File: config.mk
export PLATFORM = sky130hd
export DESIGN_NAME = game_sequencer
export DESIGN_NICKNAME = d
export VERILOG_FILES = /design/src/rtl/game_sequencer_pkg.sv /design/src/rtl/game_sequencer_frame_tick_gen.sv /design/src/rtl/game_sequencer.sv
export SDC_FILE = /design/constraint.sdc
export NUM_CORES = 1
export LEC_CHECK = 0
export CORE_UTILIZATION = 45
export DETAILED_ROUTE_END_ITERATION = 12
export PLACE_DENSITY = 0.71
export SLEW_MARGIN = 30
export SYNTH_ARGS = -nofsm -noshare
export SYNTH_HDL_FRONTEND = slang
export SYNTH_HIERARCHICAL = 1
export SYNTH_SLANG_ARGS = --single-unit
export TNS_END_PERCENT = 5
File: constraint.sdc
create_clock -name CLK -period 2 [get_ports CLK]
set_input_delay 0.5 -clock CLK [delete_from_list [all_inputs] [get_ports CLK]]
set_output_delay 0.5 -clock CLK [all_outputs]
set_load 0.02 [all_outputs]
File: src/rtl/game_sequencer_pkg.sv
// Shared definitions for the crossy-road game-flow controller.
//   - FSM state codes (3-bit encoding, visible on the state output)
//   - screen geometry constants used across the datapath
//   - default frame-tick divider (50 MHz clock, 60 Hz frame rate)
package game_sequencer_pkg;

    typedef enum logic [2:0] {
        ST_IDLE = 3'd0,
        ST_PLAY = 3'd1,
        ST_HIT  = 3'd2,
        ST_GOAL = 3'd3,
        ST_OVER = 3'd4
    } state_t;

    localparam int SCREEN_W = 160;
    localparam int SCREEN_H = 120;
    localparam int LANE_H   = 20;
    localparam int GOAL_Y   = 0;

    localparam int DEFAULT_TICK_DIV = 833333;

endpackage

File: src/rtl/game_sequencer_frame_tick_gen.sv
// Free-running frame tick generator.
// Counts 0..TICK_DIV-1 and wraps; frame_tick is high for the single cycle
// in which the counter holds TICK_DIV-1.
// Ports:
//   CLK        in  system clock
//   resetn     in  asynchronous active-low reset (counter cleared to 0)
//   frame_tick out one-cycle pulse every TICK_DIV cycles
module frame_tick_gen #(
    parameter int TICK_DIV = 833333
) (
    input  logic CLK,
    input  logic resetn,
    output logic frame_tick
);

    localparam int CW = (TICK_DIV > 2) ? $clog2(TICK_DIV) : 1;
    localparam logic [CW-1:0] LAST = CW'(TICK_DIV - 1);

    logic [CW-1:0] r_cnt;
    logic          w_last;

    assign w_last     = (r_cnt == LAST);
    assign frame_tick = w_last;

    always_ff @(posedge CLK or negedge resetn) begin
        if (!resetn) begin
            r_cnt <= '0;
        end else if (w_last) begin
            r_cnt <= '0;
        end else begin
            r_cnt <= r_cnt + 1'b1;
        end
    end

endmodule

File: src/rtl/game_sequencer.sv
// Game-flow controller: sequences start, play, hit, goal and game-over,
// and keeps lives, score and level for the crossy-road datapath.
// Ports:
//   CLK, resetn        clock, asynchronous active-low reset
//   go                 start/restart request (level; only its rising edge acts)
//   hit                collision flag, active-low (0 = collision)
//   y_dot              player row, 0 = goal row
//   frame_tick         one-cycle pulse per frame
//   move_en            lane movers advance this cycle
//   speed              lane step size = level + 1 (3-bit, wraps)
//   player_rst         reload player to the start row
//   lives/score/level  game counters
//   state              current FSM state code
//   game_over          high while in OVER
module game_sequencer
    import game_sequencer_pkg::*;
#(
    parameter int TICK_DIV    = DEFAULT_TICK_DIV,
    parameter int START_LIVES = 3,
    parameter int HIT_FRAMES  = 30,
    parameter int MAX_LEVEL   = 7
) (
    input  logic       CLK,
    input  logic       resetn,
    input  logic       go,
    input  logic       hit,
    input  logic [6:0] y_dot,
    output logic       frame_tick,
    output logic       move_en,
    output logic [2:0] speed,
    output logic       player_rst,
    output logic [1:0] lives,
    output logic [7:0] score,
    output logic [2:0] level,
    output logic [2:0] state,
    output logic       game_over
);

    localparam int HW = (HIT_FRAMES > 1) ? $clog2(HIT_FRAMES + 1) : 1;
    localparam logic [HW-1:0] HIT_LAST = HW'(HIT_FRAMES);

    state_t        r_state;
    state_t        w_next_state;
    logic          r_go_q;
    logic [1:0]    r_lives;
    logic [7:0]    r_score;
    logic [2:0]    r_level;
    logic [HW-1:0] r_hit_cnt;

    logic w_tick;
    logic w_go_rise;
    logic w_start;
    logic w_take_hit;
    logic w_take_goal;
    logic w_move_en;
    logic w_player_rst;
    logic w_game_over;

    frame_tick_gen #(.TICK_DIV(TICK_DIV)) u_tick (
        .CLK        (CLK),
        .resetn     (resetn),
        .frame_tick (w_tick)
    );

    assign w_go_rise = go & ~r_go_q;

    always_comb begin
        w_next_state = r_state;
        w_start      = 1'b0;
        w_take_hit   = 1'b0;
        w_take_goal  = 1'b0;
        w_move_en    = 1'b0;
        w_player_rst = 1'b0;
        w_game_over  = 1'b0;
        case (r_state)
            ST_IDLE: begin
                w_player_rst = 1'b1;
                if (w_go_rise) begin
                    w_start      = 1'b1;
                    w_next_state = ST_PLAY;
                end
            end
            ST_PLAY: begin
                w_move_en = w_tick;
                // A collision on the goal row still counts as a collision.
                if (!hit) begin
                    w_take_hit   = 1'b1;
                    w_next_state = ST_HIT;
                end else if (y_dot == 7'(GOAL_Y)) begin
                    w_next_state = ST_GOAL;
                end
            end
            ST_HIT: begin
                if (r_hit_cnt == HIT_LAST) begin
                    if (r_lives == 2'd0) begin
                        w_next_state = ST_OVER;
                    end else begin
                        w_player_rst = 1'b1;
                        w_next_state = ST_PLAY;
                    end
                end
            end
            ST_GOAL: begin
                w_take_goal  = 1'b1;
                w_player_rst = 1'b1;
                w_next_state = ST_PLAY;
            end
            ST_OVER: begin
                w_game_over  = 1'b1;
                w_player_rst = 1'b1;
                if (w_go_rise) begin
                    w_start      = 1'b1;
                    w_next_state = ST_PLAY;
                end
            end
            default: begin
                w_player_rst = 1'b1;
                w_next_state = ST_IDLE;
            end
        endcase
    end

    always_ff @(posedge CLK or negedge resetn) begin
        if (!resetn) begin
            r_state   <= ST_IDLE;
            r_go_q    <= 1'b0;
            r_lives   <= 2'd0;
            r_score   <= 8'd0;
            r_level   <= 3'd0;
            r_hit_cnt <= '0;
        end else begin
            r_state <= w_next_state;
            r_go_q  <= go;
            if (w_start) begin
                r_lives <= 2'(START_LIVES);
                r_score <= 8'd0;
                r_level <= 3'd0;
            end
            if (w_take_hit) begin
                r_hit_cnt <= '0;
                if (r_lives != 2'd0) r_lives <= r_lives - 2'd1;
            end else if (r_state == ST_HIT && w_tick && r_hit_cnt != HIT_LAST) begin
                r_hit_cnt <= r_hit_cnt + 1'b1;
            end
            if (w_take_goal) begin
                if (r_score != 8'hFF) r_score <= r_score + 8'd1;
                if (r_level < 3'(MAX_LEVEL)) r_level <= r_level + 3'd1;
            end
        end
    end

    assign frame_tick = w_tick;
    assign move_en    = w_move_en;
    assign player_rst = w_player_rst;
    assign game_over  = w_game_over;
    assign lives      = r_lives;
    assign score      = r_score;
    assign level      = r_level;
    assign speed      = r_level + 3'd1;
    assign state      = r_state;

endmodule

---- Yosys cells after proc, flatten, opt, wreduce, memory -nomap -nowiden ----
Index checks and enable logic that the tools add are counted.
storage, ports and cells
  register bits after elaboration ......... 42
  input bits .............................. 11
  output and inout port bits .............. 23
  logic and storage cells ................. 63
cells by class
  add/subtract/negate cells ............... 5
  $lt $le $gt $ge ......................... 1
  equality and inequality tests ........... 11
  multiplexer cells ....................... 28
  bitwise logic cells ..................... 2
  reduce and logical (&&, ||, !) cells .... 9
operators with widths
  kind                                                                    number
  3-bit two-way mux                                                       8
  8-bit two-way mux                                                       3
  20-bit by 1-bit adder with 20-bit output (second input constant)        1
  20-bit equality test (second input constant)                            1
  20-bit two-way mux                                                      1
  3-bit one-hot mux with 4 select lines                                   1
  5-bit two-way mux                                                       2
  1-bit two-way mux                                                       9
  8-bit by 1-bit adder with 8-bit output (second input constant)          1
  8-bit inequality test (second input constant)                           1
  7-bit logical NOT                                                       1
  3-bit by 2-bit equality test with 1-bit output (second input constant)  2
  2-bit two-way mux                                                       3
  5-bit by 1-bit adder with 5-bit output (second input constant)          1
  5-bit equality test (second input constant)                             1
  5-bit inequality test (second input constant)                           1
  2-bit nonzero test                                                      2
  3-bit by 1-bit adder with 3-bit output (second input constant)          1
  3-bit by 1-bit equality test with 1-bit output (second input constant)  1
  3-bit equality test (second input constant)                             1
  3-bit logical NOT                                                       1
  3-bit less-than comparator (second input constant)                      1
  3-bit inequality test (second input constant)                           1
  3-bit AND reduction                                                     1
  other kinds (9)                                                         10

---- Depth between registers and ports, before layout ----
Gate-level depths: netlist of the first run.
  word-level depth ........................ 7
  gate-level depth with buffers ........... 9

---- Hierarchy ----
Netlist of the first run, hierarchy kept.
modules (own cells, without submodules)
  module          instances  cells each  area each (µm²)
  game_sequencer  1          127         1222.4
  frame_tick_gen  1          98          1027.2

---- Worst setup path after synthesis of the first run ----
OpenSTA, ideal clock, no wires.
  path kind ............................... register to output
  from .................................... register u_tick.r_cnt[0]
  to ...................................... output move_en
  data arrival time ....................... 1701 ps
  path slack .............................. -201 ps
  cell stages (with the launch flop) ...... 8
  path buffers ............................ 1
  path through ............................ dfrtp_1 > inv_1 > ha_1 > nor4bb_1 > nand4_1 > nor2_2 > buf_2 > and2_1
on the way
  word-level cells in the longest chain between the ends .. 2
ends and longest elaborated chain
  element                   line                                 text
  start: declaration        game_sequencer_frame_tick_gen.sv:19  logic [CW-1:0] r_cnt;
  start signal: assignment  game_sequencer_frame_tick_gen.sv:31  r_cnt <= r_cnt + 1'b1;
  20-bit equality test      game_sequencer_frame_tick_gen.sv:22  assign w_last = (r_cnt == LAST);
  net frame_tick            game_sequencer.sv:28                 output logic frame_tick,
  1-bit two-way mux         game_sequencer.sv:75                 case (r_state)
  end: declaration          game_sequencer.sv:29                 output logic move_en,
The timed path passes the listed nets, and every way through them passes these cells.

---- Worst setup path in the final report of the first run ----
  from .................................... register u_tick.r_cnt[0]
  to ...................................... output move_en
on the way
  word-level cells in the longest chain between the ends .. 2
ends and longest elaborated chain
  element               line
  20-bit equality test  game_sequencer_frame_tick_gen.sv:22
  1-bit two-way mux     game_sequencer.sv:75
No other way between the ends.

==> impl_metrics.env, run 1 <==
export IMPL_path_clk_slew_ns=0.08
export IMPL_synth_avg_cell_area_um2=10.0
export IMPL_detail_route_antenna_nets=0
export IMPL_synth_compound_area_frac=0.112
export IMPL_track_usage=0.213
export IMPL_grt_pass1_vias=1897
export IMPL_post_drt_wl_per_cell_um=13.1
export IMPL_fin_crit_ns=2.15
export IMPL_crit_arrival_ns=1.65
export IMPL_drive_gt1_frac=0.223
export IMPL_cts_tree="done"
export IMPL_fmax_ghz=0.466
export IMPL_min_delay_path_class="input pin to async pin"
export IMPL_vias=1994
export IMPL_use_met1=0.298
export IMPL_ir_drop_mv=0.828
export IMPL_drt_wl_total_mm=4.93
export IMPL_ys_types=51
export IMPL_powerDensity_nw_per_um2=1030
export IMPL_core_um2=4750
export IMPL_r2r_start="u_tick/r_cnt[0]"
export IMPL_synth_top_family_by_area="simple AND/OR/NAND/NOR gates"
export IMPL_die_h_um=72.7
export IMPL_cp_end_kind="output pin"
export IMPL_cts_buffers=5
export IMPL_yosys_warnings=6
export IMPL_slew_headroom=0.741
export IMPL_switching_share=0.373
export IMPL_seq_power_share=0.338
export IMPL_comb_power_share=0.487
export IMPL_antenna_found_initial=0
export IMPL_hold_buffers=0
export IMPL_ioPinCount=34
export IMPL_grt_pass1_wl_mm=8.60
export IMPL_fin_crit_sh=1.07
export IMPL_rsz0062_at_grt="yes"
export IMPL_grt_max_degree=18
export IMPL_crit_required_ns=1.50
export IMPL_final_common_cell="buf_4"
export IMPL_multi_input_area_um2=1170
export IMPL_worst_pin_slew_ns=0.389
export IMPL_leakage_nw=1.38
export IMPL_cp_endpoint="move_en"
export IMPL_r2r_cells=10
export IMPL_clk_latency_ns=0.30
export IMPL_finClkSkew_ns=0.00864
export IMPL_start_util=0.473
export IMPL_synth_ff_type="dfrtp_1"
export IMPL_gp_congestion=0.852
export IMPL_viasPerCell=5.29
export IMPL_status="complete, but fails checks"
export IMPL_slew_viol_final=0
export IMPL_synthArstFlopShare=1.00
export IMPL_diodes=0
export IMPL_reg2reg_to="r_hit_cnt[3]"
export IMPL_synth_seq_cells=42
export IMPL_p_clk_frac=0.175
export IMPL_power_switching_mw=1.19
export IMPL_clockRootBuffer="clkbuf_8"
export IMPL_cp_max_fo=2
export IMPL_synth_area_top_cells="dfrtp_1 (47%), xnor2_1 (5.5%), nand3_1 (3.8%)"
export IMPL_synth_top_area_frac=0.467
export IMPL_placed_area_um2=3000
export IMPL_synthSimpleGateAreaFrac=0.276
export IMPL_mostFrequentLayoutCells="buf_4 (46), dfrtp_1 (42), clkdlybuf4s50_1 (25), nor2_1 (20), nand3_1 (17)"
export IMPL_die_area_um2=5290
export IMPL_area_growth_pct=37.9
export IMPL_violations="setup timing"
export IMPL_regArea_um2=1050
export IMPL_worst_path_max_delay_cell="dfrtp_1"
export IMPL_maxCapViolations=0
export IMPL_syn_num_nets=242
export IMPL_hold_violations=0
export IMPL_slowest_delay_ns=0.38
export IMPL_grt_overflow=0
export IMPL_nNetsFinal=326
export IMPL_synth_area_leader_cell="dfrtp_1"
export IMPL_fp_dieW_um=72.7
export IMPL_row_count=25
export IMPL_holdWs_ns=0.111
export IMPL_postSynthCellCount=225
export IMPL_dr_pass1_iters=4
export IMPL_finalWorstSetupSlack_ns=-0.147
export IMPL_nFillCells=391
export IMPL_synth_xor_area_frac=0.0740
export IMPL_postLayoutCellArea_um2=3100
export IMPL_synth_area_mux_share=0.0184
export IMPL_finalSetupViolCount=3
export IMPL_cp_start_kind="flip-flop"
export IMPL_met2_usage=0.329
export IMPL_r2r_slack_ns=-0.04
export IMPL_critical_path_class="flip-flop to output pin"
export IMPL_clock_sinks=42
export IMPL_htree_levels=2
export IMPL_busiest_layer="met2"
export IMPL_internal_power_mw=2.00
export IMPL_startpoint="u_tick/r_cnt[0]"
export IMPL_drc=0
export IMPL_clockBufferDepth=2
export IMPL_worstPathCellList="inv_1 > ha_1 > nor4bb_1 > nand4_1 > nor2_2 > and2_4 > buf_6"
export IMPL_dp_hpwl_mm=3.72
export IMPL_synth_fa_ha_area_frac=0.0334
export IMPL_post_route_util=0.652
export IMPL_io_buffers=33
export IMPL_netlist_area_um2=2250
export IMPL_ys_seq_area_frac=0.467
export IMPL_grt_use_met3=0.0470
export IMPL_synth_edf_count=0
export IMPL_detail_route_iter0_violations=116
## cell usage after synthesis (4+ instances only)
cell type / number
a21oi_1: 8
dfrtp_1: 42
ha_1: 6
inv_1: 9
nand2_1: 14
nand2b_1: 4
nand3_1: 17
nand4_1: 9
nor2_1: 20
nor2b_1: 5
nor3_1: 6
o21ai_0: 9
xnor2_1: 14
xor2_1: 5
## layer usage
| layer | wire [um] | up-vias |
|---|---|---|
| li1 | - | 991 |
| met1 | 2370 | 951 |
| met2 | 2320 | 45 |
| met3 | 168 | 7 |
| met4 | 68 | 0 |
| met5 | 0 | - |
## worst min path at each step
stage | startpoint | slack [ns] | endpoint
finish | resetn | 0.11 | score[1]
detailed placement | resetn | 0.44 | score[7]
CTS | resetn | 0.11 | score[0]
global placement | resetn | 0.44 | score[7]
global route | resetn | 0.13 | score[7]
floorplan | resetn | 0.20 | level[0]
## sequential cells by signal, indices dropped and copies added (netlist names)
signal        cells
r_hit_cnt         5
level             3
lives             2
state             3
r_go_q            1
u_tick/r_cnt     20
score             8
## power by group through the flow
stage | Sequential [mW] | Clock [mW] | Combinational [mW]
finish | 1.08 | 0.559 | 1.55
global route | 1.10 | 0.612 | 1.70
CTS | 1.08 | 0.576 | 1.55
detailed placement | 1.09 | 0 | 1.58
global placement | 1.09 | 0 | 1.55
floorplan | 1.29 | 0 | 0.592
## metrics by stage
step / setup slack [ns] / power, mW / instances / setup TNS [ns]
finish: -0.147 / 3.19 / 377 / -0.337
global route: -0.229 / 3.42 / 377 / -1.04
CTS: -0.174 / 3.20 / 377 / -0.570
detailed placement: -0.353 / 2.67 / 369 / -1.29
global placement: -0.316 / 2.64 / 369 / -0.890
floorplan: 0.00701 / 1.88 / 225 / 0
## logic make-up (layout without fill, tap and decap cells)
group / count (synthesis) / after routing
buffers and inverters: 11 / 96
XOR/XNOR: 19 / 19
AO/OA/AOI/OAI: 37 / 37
AND/OR/NAND/NOR: 106 / 106
adder cells (fa/ha/maj): 6 / 6
flip-flops: 42 / 42
multiplexers: 4 / 4
## timing repair
action / 4_1_cts / 5_1_grt
gates cloned: 0 / 0
buffers inserted: 0 / 0
endpoints found under the setup margin: 11 / 10
resized for setup: 19 / 8
pin swaps: 2 / 2
## critical path, delay by kind of cell (launching register included)
family	cells	cell delay (ns)
simple gates	4	0.67
flops	1	0.38
buf+inv	2	0.17
fa+ha+maj	1	0.14
## layout make-up
cell class,count,area share
sequential,42,0.339
multi-input combinational,172,0.378
inverter,9,0.0109
tap,67,0.0270
clock inverter,1,0.00161
timing repair buffer,79,0.216
clock buffer,7,0.0278
Power figures use the tool's default switching activity.
==> inputs of run 2 (changes only) <==
Settings changed: DONT_BUFFER_PORTS set to 1, PLACE_DENSITY 0.71 to not set.
==> impl_metrics.env, run 2 (synthesis results as in run 1) <==
export IMPL_leakage_nw=1.12
export IMPL_post_drt_wl_per_cell_um=14.6
export IMPL_r2r_slack_ns=0.11
export IMPL_drive_gt1_frac=0.173
export IMPL_p_total_mw=2.75
export IMPL_htree_levels=2
export IMPL_clock_sinks=42
export IMPL_power_switching_mw=1.13
export IMPL_io_buffers=0
export IMPL_ir_drop_mv=0.837
export IMPL_final_cells=321
export IMPL_ioPinCount=34
export IMPL_cp_start_kind="flip-flop"
export IMPL_grt_pass1_wl_mm=7.86
export IMPL_min_delay_path_class="input pin to async pin"
export IMPL_worstPathCellList="inv_1 > ha_1 > nor4bb_2 > nand4_1 > nor2_4 > and2_4"
export IMPL_cp_end_kind="output pin"
export IMPL_violations="setup timing"
export IMPL_vias=1804
export IMPL_finalSetupViolCount=3
export IMPL_detail_route_iter0_violations=117
export IMPL_die_area_um2=5290
export IMPL_clk_latency_ns=0.30
export IMPL_clockRootBuffer="clkbuf_8"
export IMPL_comb_power_share=0.351
export IMPL_detail_route_antenna_nets=0
export IMPL_cp_endpoint="move_en"
export IMPL_internal_power_mw=1.62
export IMPL_mostFrequentLayoutCells="dfrtp_1 (42), buf_4 (22), nor2_1 (19), nand3_1 (17)"
export IMPL_start_util=0.473
export IMPL_top_register="u_tick/r_cnt"
export IMPL_antenna_found_initial=0
export IMPL_reg2reg_to="r_hit_cnt[3]"
export IMPL_cp_max_fo=4
export IMPL_maxCapViolations=0
export IMPL_worst_pin_slew_ns=0.507
export IMPL_viasPerCell=5.62
export IMPL_clockBufferDepth=2
export IMPL_rsz0062_at_grt="yes"
export IMPL_r2r_cells=9
export IMPL_worst_path_max_delay_cell="dfrtp_1"
export IMPL_critical_path_class="flip-flop to output pin"
export IMPL_crit_required_ns=1.50
export IMPL_nNetsFinal=270
export IMPL_largest_reg_flops=20
export IMPL_path_clk_slew_ns=0.08
export IMPL_drc=0
export IMPL_area_growth_pct=16.4
export IMPL_startpoint="u_tick/r_cnt[0]"
export IMPL_die_h_um=72.7
export IMPL_fmax_ghz=0.468
export IMPL_cts_tree="done"
export IMPL_postLayoutCellArea_um2=2620
export IMPL_slowest_delay_ns=0.38
export IMPL_switching_share=0.411
export IMPL_track_usage=0.196
export IMPL_hold_violations=0
export IMPL_seq_power_share=0.441
export IMPL_grt_max_degree=43
export IMPL_cts_buffers=5
export IMPL_finalWorstSetupSlack_ns=-0.139
export IMPL_grt_overflow=0
export IMPL_diodes=0
export IMPL_fin_crit_sh=1.07
export IMPL_nFillCells=454
export IMPL_gp_congestion=0.760
export IMPL_dp_hpwl_mm=3.31
export IMPL_placed_cells=309
export IMPL_final_common_cell="dfrtp_1"
export IMPL_slew_viol_final=0
export IMPL_placed_area_um2=2470
export IMPL_fp_dieW_um=72.7
export IMPL_crit_arrival_ns=1.64
export IMPL_holdWs_ns=0.0360
export IMPL_r2r_start="u_tick/r_cnt[0]"
export IMPL_core_um2=4750
export IMPL_finClkSkew_ns=0.00740
export IMPL_fin_crit_ns=2.14
export IMPL_fin_setup_tns_ns=-0.328
export IMPL_powerDensity_nw_per_um2=1050
export IMPL_p_clk_frac=0.208
export IMPL_status="complete, but fails checks"
export IMPL_slew_headroom=0.659
export IMPL_drt_wl_total_mm=4.68
export IMPL_dr_pass1_iters=4
export IMPL_row_count=25
export IMPL_grt_pass1_vias=1716
run 2: cell count changes in the layout (fill, tap and decap cells not counted), sizes merged:
cell	before	now
buf	50	23
clkdlybuf4s50	25	0
dlygate4sd2	2	0
dlymetal6s2s	1	0
clkbuf	8	7
run 2: repair_timing:
item                                   in CTS  in global routing
gates resized for setup                     4                  1
pin swaps                                   3                  0
hold buffers                                1                  0
setup endpoints to repair                   3                  4
buffers inserted                            3                  0
endpoints found under the hold margin      42                  0
run 2: how the worst min path moves through the flow:
stage / slack, ns / to / cells after the start / from
floorplan: 0.20 / level[0] / 0 / resetn
global placement: 0.21 / u_tick/r_cnt[4] / 0 / resetn
detailed placement: 0.21 / u_tick/r_cnt[18] / 0 / resetn
CTS: 0.05 / level[0] / 1 / resetn
global route: 0.05 / level[1] / 1 / resetn
finish: 0.04 / u_tick/r_cnt[17] / 1 / resetn
run 2: cell type report:
cell class	count	area (um2)	area share
timing repair buffer	23	185	0.0707
multi-input combinational	172	1170	0.448
tap	67	83.8	0.0320
clock buffer	7	86.3	0.0330
sequential	42	1050	0.401
clock inverter	1	5.00	0.00191
inverter	9	33.8	0.0129
run 2: layer usage:
metal | routed length [um] | GRT usage
met1 | 2280 | 0.273
met2 | 2140 | 0.299
met3 | 186 | 0.0401
met4 | 73 | 0.0784
met5 | 0 | 0
run 2: power groups by stage:
stage          Sequential, mW  Clock (mW)  Combinational (mW)
2_1_floorplan            1.29           0               0.592
3_3_place_gp             1.23           0               0.936
3_5_place_dp             1.23           0               0.944
4_1_cts                  1.21       0.589               0.966
5_1_grt                  1.23       0.626                1.06
6_report                 1.22       0.572               0.965
run 2: critical path: cells and delay by family (launching register included):
family	cells	cell delay [ns]
fa+ha+maj	1	0.15
buf+inv	1	0.06
flops	1	0.38
simple gates	4	0.76
run 2: through the flow:
stage	utilization	setup WS, ns
3_3_place_gp	0.519	0.0996
5_1_grt	0.551	-0.219
2_1_floorplan	-	0.00701
6_report	0.551	-0.139
3_5_place_dp	0.519	0.0753
4_1_cts	0.550	-0.129
